===== src/rtl/reset_seq_pkg.sv =====
// Shared types, default timing values and counter sizing for the reset sequencer.
package reset_seq_pkg;

    typedef enum logic [2:0] {
        S_HOLD,
        S_MEM_INIT,
        S_STAGE,
        S_RUN,
        S_ERROR
    } state_t;

    localparam int unsigned DEF_POWERUP_CYCLES = 5000;
    localparam int unsigned DEF_NUM_STAGES     = 3;
    localparam int unsigned DEF_STAGE_GAP      = 16;
    localparam int unsigned DEF_INIT_TIMEOUT   = 65535;
    localparam int unsigned DEF_MAX_RETRIES    = 3;

    // Width that holds the largest of three counts, with one spare bit.
    function automatic int unsigned cnt_width(input int unsigned a,
                                              input int unsigned b,
                                              input int unsigned c);
        int unsigned m;
        m = a;
        if (b > m) m = b;
        if (c > m) m = c;
        return 32'($clog2(m)) + 32'd1;
    endfunction

endpackage


===== src/rtl/reset_seq_timer.sv =====
// Loadable saturating down-counter with a registered zero flag; shared by the
// power-up hold, inter-stage gap and init-timeout phases.
module reset_seq_timer #(
    parameter int unsigned WIDTH       = 8,
    parameter int unsigned RESET_VALUE = 0
) (
    input  logic             clock,
    input  logic             reset_n,
    input  logic             load,
    input  logic [WIDTH-1:0] load_value,
    input  logic             enable,
    output logic             zero
);

    logic [WIDTH-1:0] count;

    always_ff @(posedge clock or negedge reset_n) begin
        if (!reset_n) begin
            count <= WIDTH'(RESET_VALUE);
            zero  <= (RESET_VALUE == 0);
        end else if (load) begin
            count <= load_value;
            zero  <= (load_value == '0);
        end else if (enable && (count != '0)) begin
            count <= count - WIDTH'(1);
            zero  <= (count == WIDTH'(1));
        end
    end

endmodule


===== src/rtl/reset_sequencer.sv =====
// Ordered release of subsystem resets: memory controller first, with init
// handshake and timeout. Optional init retry enabled by RESET_SEQ_RETRY_EN.
module reset_sequencer
    import reset_seq_pkg::*;
#(
    parameter int unsigned POWERUP_CYCLES = DEF_POWERUP_CYCLES,
    parameter int unsigned NUM_STAGES     = DEF_NUM_STAGES,
    parameter int unsigned STAGE_GAP      = DEF_STAGE_GAP,
    parameter int unsigned INIT_TIMEOUT   = DEF_INIT_TIMEOUT
`ifdef RESET_SEQ_RETRY_EN
    ,
    parameter int unsigned MAX_RETRIES    = DEF_MAX_RETRIES
`endif
) (
    input  logic                  clock,
    input  logic                  reset_n,
    input  logic                  mem_init_done,
    input  logic                  soft_reset_req,
    output logic [NUM_STAGES-1:0] stage_reset_n,
    output logic                  mem_init_start,
    output logic                  seq_ready,
    output logic                  seq_error
);

    localparam int unsigned CW = cnt_width(POWERUP_CYCLES, INIT_TIMEOUT, STAGE_GAP);
    // The timer fires on the edge where it already reads zero, so loads are N-1.
    localparam logic [CW-1:0] GAP_LOAD     = CW'(STAGE_GAP - 1);
    localparam logic [CW-1:0] TIMEOUT_LOAD = CW'(INIT_TIMEOUT - 1);

    state_t                state, state_next;
    logic [NUM_STAGES-1:0] stage_next;
    logic                  start_next, ready_next, error_next;
    logic                  start_pending, pending_next;
    logic                  tmr_load, tmr_enable, tmr_zero;
    logic [CW-1:0]         tmr_value;
    logic                  retry_ok;

`ifdef RESET_SEQ_RETRY_EN
    localparam int unsigned RW = cnt_width(MAX_RETRIES, 1, 1);
    logic [RW-1:0] retry_cnt, retry_next;

    always_ff @(posedge clock or negedge reset_n) begin
        if (!reset_n) retry_cnt <= '0;
        else          retry_cnt <= retry_next;
    end
`endif

    reset_seq_timer #(
        .WIDTH       (CW),
        .RESET_VALUE (POWERUP_CYCLES - 1)
    ) u_timer (
        .clock      (clock),
        .reset_n    (reset_n),
        .load       (tmr_load),
        .load_value (tmr_value),
        .enable     (tmr_enable),
        .zero       (tmr_zero)
    );

    always_ff @(posedge clock or negedge reset_n) begin
        if (!reset_n) begin
            state          <= S_HOLD;
            stage_reset_n  <= '0;
            mem_init_start <= 1'b0;
            seq_ready      <= 1'b0;
            seq_error      <= 1'b0;
            start_pending  <= 1'b0;
        end else begin
            state          <= state_next;
            stage_reset_n  <= stage_next;
            mem_init_start <= start_next;
            seq_ready      <= ready_next;
            seq_error      <= error_next;
            start_pending  <= pending_next;
        end
    end

    always_comb begin
        state_next   = state;
        stage_next   = stage_reset_n;
        start_next   = 1'b0;
        ready_next   = seq_ready;
        error_next   = seq_error;
        pending_next = start_pending;
        tmr_load     = 1'b0;
        tmr_value    = '0;
        tmr_enable   = 1'b1;
        retry_ok     = 1'b0;
`ifdef RESET_SEQ_RETRY_EN
        retry_ok     = (retry_cnt < RW'(MAX_RETRIES));
        retry_next   = retry_cnt;
`endif

        case (state)
            S_HOLD: begin
                if (tmr_zero) begin
                    stage_next[0] = 1'b1;
                    pending_next  = 1'b1;
                    state_next    = S_MEM_INIT;
                end
            end

            S_MEM_INIT: begin
                // First cycle only issues the start pulse; done is sampled afterwards.
                if (start_pending) begin
                    start_next   = 1'b1;
                    pending_next = 1'b0;
                    tmr_load     = 1'b1;
                    tmr_value    = TIMEOUT_LOAD;
                end else if (mem_init_done) begin
                    tmr_load   = 1'b1;
                    tmr_value  = GAP_LOAD;
                    state_next = S_STAGE;
                end else if (tmr_zero) begin
                    stage_next = '0;
                    if (retry_ok) begin
`ifdef RESET_SEQ_RETRY_EN
                        retry_next = retry_cnt + RW'(1);
`endif
                        tmr_load   = 1'b1;
                        tmr_value  = GAP_LOAD;
                        state_next = S_HOLD;
                    end else begin
                        error_next = 1'b1;
                        state_next = S_ERROR;
                    end
                end
            end

            S_STAGE: begin
                // Stages release strictly in ascending order by shifting in ones.
                if (tmr_zero) begin
                    stage_next = {stage_reset_n[NUM_STAGES-2:0], 1'b1};
                    tmr_load   = 1'b1;
                    tmr_value  = GAP_LOAD;
                    if (&stage_next) begin
                        ready_next = 1'b1;
                        state_next = S_RUN;
`ifdef RESET_SEQ_RETRY_EN
                        retry_next = '0;
`endif
                    end
                end
            end

            S_RUN: begin
                tmr_enable = 1'b0;
                if (soft_reset_req) begin
                    stage_next = '0;
                    ready_next = 1'b0;
                    tmr_load   = 1'b1;
                    tmr_value  = GAP_LOAD;
                    state_next = S_HOLD;
                end
            end

            S_ERROR: begin
                tmr_enable = 1'b0;
            end

            default: begin
                state_next = S_HOLD;
            end
        endcase
    end

endmodule

===== config.mk =====
export PLATFORM = sky130hd
export DESIGN_NAME = reset_sequencer
export DESIGN_NICKNAME = d
export VERILOG_FILES = /design/src/rtl/reset_seq_pkg.sv /design/src/rtl/reset_seq_timer.sv /design/src/rtl/reset_sequencer.sv
export SDC_FILE = /design/constraint.sdc
export NUM_CORES = 1
export LEC_CHECK = 0
export CAP_MARGIN = 20
export CORE_UTILIZATION = 27
export CTS_CLUSTER_DIAMETER = 120
export DETAILED_ROUTE_END_ITERATION = 7
export SYNTH_ARGS = -nofsm -noshare
export SYNTH_HDL_FRONTEND = slang
export SYNTH_SLANG_ARGS = --single-unit

===== constraint.sdc =====
create_clock -name clock -period 4.4 [get_ports clock]
set_input_delay 1.1 -clock clock [delete_from_list [all_inputs] [get_ports clock]]
set_output_delay 1.1 -clock clock [all_outputs]
set_load 0.01 [all_outputs]

Word level (Yosys, flattened, before mapping). Cells that the tools add are included.

Add/subtract/negate cells: 1. Equal/unequal tests: 13. Mux-type cells: 37. Bitwise operators: 3. Reduce and logical (&&, ||, !) cells: 17.

Operator list (count): $pmux 16 s3 (1); $mux 17 (2); $mux 3 (11); $eq 17x1->1 const B (1); $logic_not 17->1 (1); $reduce_bool 17->1 (1); $sub 17x1->17 const B (1); $mux 16 (1); $pmux 3 s5 (1); $reduce_and 7->1 (2); $mux 1 (13); $mux 4 (3); $ne 2x2->1 const B (4); $reduce_and 4->1 (2); $eq 3x2->1 const B (2); $ne 2x1->1 const B (3); $pmux 2 s3 (1); $reduce_and 6->1 (1); $reduce_bool 2->1 (3); $pmux 1 s2 (2); $pmux 1 s4 (1); $reduce_and 2->1 (2); $reduce_bool 4->1 (1); $eq 3x1->1 const B (1); 8 further kinds (10).

Bits in registers: 28. Logic and storage cells: 80.

Longest topological paths before layout.
Word-level depth: 6. Depth in mapped cells: 8.

By module. Synthesis repeated with hierarchy kept, for this count alone.

Cells, all modules: 190. Area total of the unflattened synthesis: 1691.6 um2.

Modules (own cells, without submodules): reset_seq_timer (instances 1, cells an instance 132, area each 1119.8 um2, seq. area each 459.2 um2); reset_sequencer (instances 1, cells an instance 58, area each 571.8 um2, seq. area each 250.2 um2).

Worst setup path before layout. OpenSTA, ideal clock, no wires.

Path kind: input to register. From: input mem_init_done. To: register u_timer.count[11]. Setup time: 145 ps. Arrival: 2033 ps. Setup slack: 2222 ps. Cell stages on the path: 5. Cell sequence: nor2_1 > o32ai_1 > clkbuf_1 > a22o_2 > a211oi_1.

Cells in the longest elaborated chain, start to end: 4. Elaborated cells on any way between the ends: 5. Those cells by class: mux (4); reduce/logical (1).

Ends and longest elaborated chain: start, declared (line reset_sequencer.sv:17) `input logic mem_init_done,`; $mux 1 * (line reset_sequencer.sv:110) `end else if (mem_init_done) begin`; $mux 1 * (line reset_sequencer.sv:105) `if (start_pending) begin`; $pmux 1 s3 * (line reset_sequencer.sv:94) `case (state)`; $mux 17 or $reduce_bool 2->1 (tied branches); end signal, assigned (line reset_seq_timer.sv:19) `count <= WIDTH'(RESET_VALUE);`; end signal, assigned (line reset_seq_timer.sv:22) `count <= load_value;`; end signal, assigned (line reset_seq_timer.sv:25) `count <= count - WIDTH'(1);`; end, declared (line reset_seq_timer.sv:15) `logic [WIDTH-1:0] count;`.

Mark *: on every way between the ends. The rest lies on a longest branch, timed or not. A chain may end at the register's enable or synchronous reset.

Worst setup path in the final report.
From: input mem_init_done. To: register u_timer.count[13].

The elaborated chain is that of the path after synthesis.

==> results.tsv <==
stage	metric	value	unit
grt	antenna_found_initial	0	
sta	period_share	0.630	
sta	setup-violations-final	0	
worst_setup_path	start_kind	input port	
worst_setup_path	crit_required	4.60	ns
yosys	ys_warn_count	0	
clock_network	clock_sinks	28	
clock_network	hold_buffers	0	
die	dieArea	7030	um^2
clock_network	cts_buffer_depth	2	
routing	drt_iter0_markers	108	
sta	fin_ws	1.63	ns
worst_setup_path	worstSetupEndpointType	register	
pwr	ir_drop	0.000226	V
die	die_w	83.8	um
clock_network	clk_latency	0.28	ns
sta	rsz0062_at_grt	false	
yosys	yosys_most_used_dff	dfrtp_1	
routing	drcViolationCount	0	
place	post-dp-hpwl	2820	um
routing	via_count	1600	
worst_setup_path	slowest_stage	clkdlybuf4s50_1	
grt	grt_pass1_vias	1523	
flow_run	cap_violations	0	
yosys	ys_seq_elements	28	
die	core	6420	um^2
hold_path	hold_class	register to register	
clock_network	clk_pin_slew	0.10	ns
worst_setup_path	startpoint	mem_init_done	
sta	slew_viol_final	0	
pwr	p_int	721	uW
pwr	sequentialPowerShare	0.417	
worst_setup_path	worstPathMaxFanout	13	
clock_network	cts-root-buf	clkbuf_8	
layout	drive_above_1_share	0.127	
die	start_util	0.282	
pwr	p_leak	0.000823	uW
pwr	pwr-share-comb	0.408	
grt	grt_max_degree	29	
clock_network	cts-resized-gates	0	
worst_setup_path	r2r_end	u_timer.count[10]$_DFFE_PN0P_	
pwr	sw_frac_of_total	0.397	
sta	tightest_slew	0.825	ns
worst_setup_path	cpPeakStageDelay	0.57	ns
yosys	synth_edf_count	0	
sta	tns	0	ns
sta	fmax	361	MHz
grt	grt_pass1_wl	7530	um
routing	via_per_inst	5.69	
worst_setup_path	reg2reg_from	state[0]$_DFFE_PN0P_	
clock_network	h-tree-depth	1	
clock_network	cts_tree	built	
die	pin_count	10	
worst_setup_path	r2r_slack	1.95	ns
clock_network	numCtsBuffers	3	
yosys	syn_area_per_cell	8.91	um^2
run_status	status	finished clean	
pwr	power.share.clock	0.175	
worst_setup_path	worstSetupEndpoint	u_timer.count[13]$_DFFE_PN0P_	
routing	post_drt_wl_per_cell	15.5	um
sta	max_slew_margin	0.450	
pwr	powerDensity	586	nW/um^2
sta	whs	0.469	ns
die	die_h	83.8	um
yosys	synthArstFlopShare	1.00	
grt	grt_overflow	0	
sta	finalCriticalPeriod	2.77	ns
place	place_congestion	0.798	
yosys	synthesis.area	1810	um^2
worst_setup_path	path_class	input port to register	
pwr	power.switching	475	uW
routing	dr.pass1.iters	4	
place	dp_cells	277	
yosys	ys_seq_area_frac	0.392	
place	numPortBuffers	9	
layout	diodes	0	
layout	fin_nets	211	
yosys	synth_cell_types	48	
yosys	synth_cells	203	
sta	skew	0.00123	ns
worst_setup_path	ff2ff_path_depth	4	
clock_network	cts_setup_buffers	0	
grt	grt_usage	0.131	
worst_setup_path	critPathArrivalTime	2.97	ns
yosys	syn_nets	209	
die	rows	29	
sta	hold_violations	0	
routing	ant_nets	0	
routing	routed_wl	4370	um
place	place_ws	1.36	ns
layout	syn_to_final_growth	12.9	%
worst_setup_path	path_cells	clkdlybuf4s50_1 > nor2_1 > o32ai_2 > buf_4 > a211oi_1 > a211oi_2	
hold_path	whs_path_depth	2	
layout	fin_cells	281	
## power by group through the flow
| stage | logic (uW) | registers [uW] | clock network (uW) |
|---|---|---|---|
| after floorplan | 402 | 451 | 0 |
| after CTS | 492 | 495 | 217 |
| final | 489 | 499 | 210 |
| after global routing | 551 | 517 | 227 |
| after global placement | 479 | 495 | 0 |
| after detailed placement | 490 | 500 | 0 |
## kinds of logic (layout without fill, tap and decap cells)
kind of cell               Yosys count  after routing  share of synthesized area
muxes                                2              2                     0.0111
buffers and inverters               26             27                     0.0554
adders and majority gates            2              2                     0.0138
AOI/OAI and AO/OA                   65             65                      0.273
DFF                                 28             28                      0.392
and+or+nand+nor                     80             80                      0.255
## area by class of cell
type                       instances  area, um^2
sequential                        28         709
fill                             664        4380
tap                               77        96.3
multi-input combinational        149        1010
clock buffer                       3        41.3
timing repair buffer              13         120
inverter                          10        37.5
clock inverter                     1        30.0
## critical path: cells and delay by family
kind | cells | cell delay, ns
and+or+nand+nor | 1 | 0.11
AOI/OAI and AO/OA | 3 | 0.86
buffers and inverters | 2 | 0.89
## placed cells by master (no fill, tap or decap), types with 2 or more instances in the layout
cell | Yosys | routed
dfstp_2 | 7 | 7
nand3_1 | 2 | 2
a211oi_2 | 2 | 2
nor2_1 | 19 | 19
nor3b_1 | 2 | 2
o22ai_1 | 5 | 5
a221o_1 | 2 | 2
o22a_1 | 2 | 2
nand2_1 | 7 | 7
and3_1 | 8 | 8
or4_4 | 2 | 2
dfrtp_1 | 21 | 21
or4_1 | 2 | 2
o311a_1 | 4 | 4
clkdlybuf4s50_1 | 0 | 9
a21bo_2 | 2 | 2
nor3_1 | 7 | 7
nor4_1 | 5 | 5
a21oi_1 | 7 | 7
ha_1 | 2 | 2
a22o_1 | 2 | 2
buf_4 | 0 | 4
a211oi_1 | 16 | 16
o31a_1 | 2 | 2
or3_1 | 3 | 3
clkbuf_8 | 0 | 3
a2bb2oi_1 | 2 | 2
mux2i_1 | 2 | 2
nand4_1 | 8 | 8
nand2b_1 | 7 | 7
a31oi_1 | 5 | 5
inv_1 | 10 | 10
o21ai_0 | 6 | 6
## synth_stat cells (all sizes together) (3+ instances only)
master / count / area, um^2
dfrtp: 21 / 526
dfstp: 7 / 184
nand2: 7 / 26.3
nor3: 7 / 35.0
and3: 8 / 50.1
nand2b: 7 / 43.8
inv: 10 / 37.5
o21ai: 6 / 30.0
or4: 5 / 46.3
buf: 3 / 13.8
o311a: 4 / 40.0
nor4: 5 / 31.3
nand4: 8 / 50.1
a211oi: 18 / 145
clkbuf: 13 / 48.8
o22ai: 5 / 31.3
a31oi: 5 / 31.3
or3: 3 / 18.8
nor2: 19 / 71.3
a22o: 3 / 27.5
a21oi: 7 / 35.0
## metrics by stage
step | utilization | cell area (um^2) | power [uW]
floorplan | - | 1810 | 853
global placement | 0.307 | 1970 | 975
detailed placement | 0.307 | 1970 | 989
CTS | 0.318 | 2040 | 1200
global route | 0.318 | 2040 | 1300
finish | 0.318 | 2040 | 1200
## flip-flops by register name, summed over array words and instances, names as in the netlist
signal	count
u_timer.zero	1
seq_error	1
seq_ready	1
mem_init_start	1
u_timer.count	17
state	3
start_pending	1
stage_reset_n	3
## metal layers
| metal | part of all wire | global-route usage | up-vias | wire length, um |
|---|---|---|---|---|
| li1 | - | - | 793 | - |
| met1 | 0.51 | 0.188 | 780 | 2210 |
| met2 | 0.46 | 0.198 | 23 | 2010 |
| met3 | 0.020 | 0.0158 | 4 | 88 |
| met4 | 0.014 | 0.0533 | 0 | 59 |
| met5 | 0 | 0 | - | 0 |
## worst min path at each step
| stage | slack, ns | endpoint | start |
|---|---|---|---|
| floorplan | 0.49 | u_timer.count[16]$_DFFE_PN0P_ | u_timer.count[16]$_DFFE_PN0P_ |
| global placement | 0.45 | seq_error$_DFFE_PN0P_ | seq_error$_DFFE_PN0P_ |
| detailed placement | 0.45 | seq_error$_DFFE_PN0P_ | seq_error$_DFFE_PN0P_ |
| CTS | 0.48 | seq_error$_DFFE_PN0P_ | seq_error$_DFFE_PN0P_ |
| global route | 0.52 | seq_error$_DFFE_PN0P_ | seq_error$_DFFE_PN0P_ |
| finish | 0.47 | seq_error$_DFFE_PN0P_ | seq_error$_DFFE_PN0P_ |
Power figures use the tool's default switching activity.
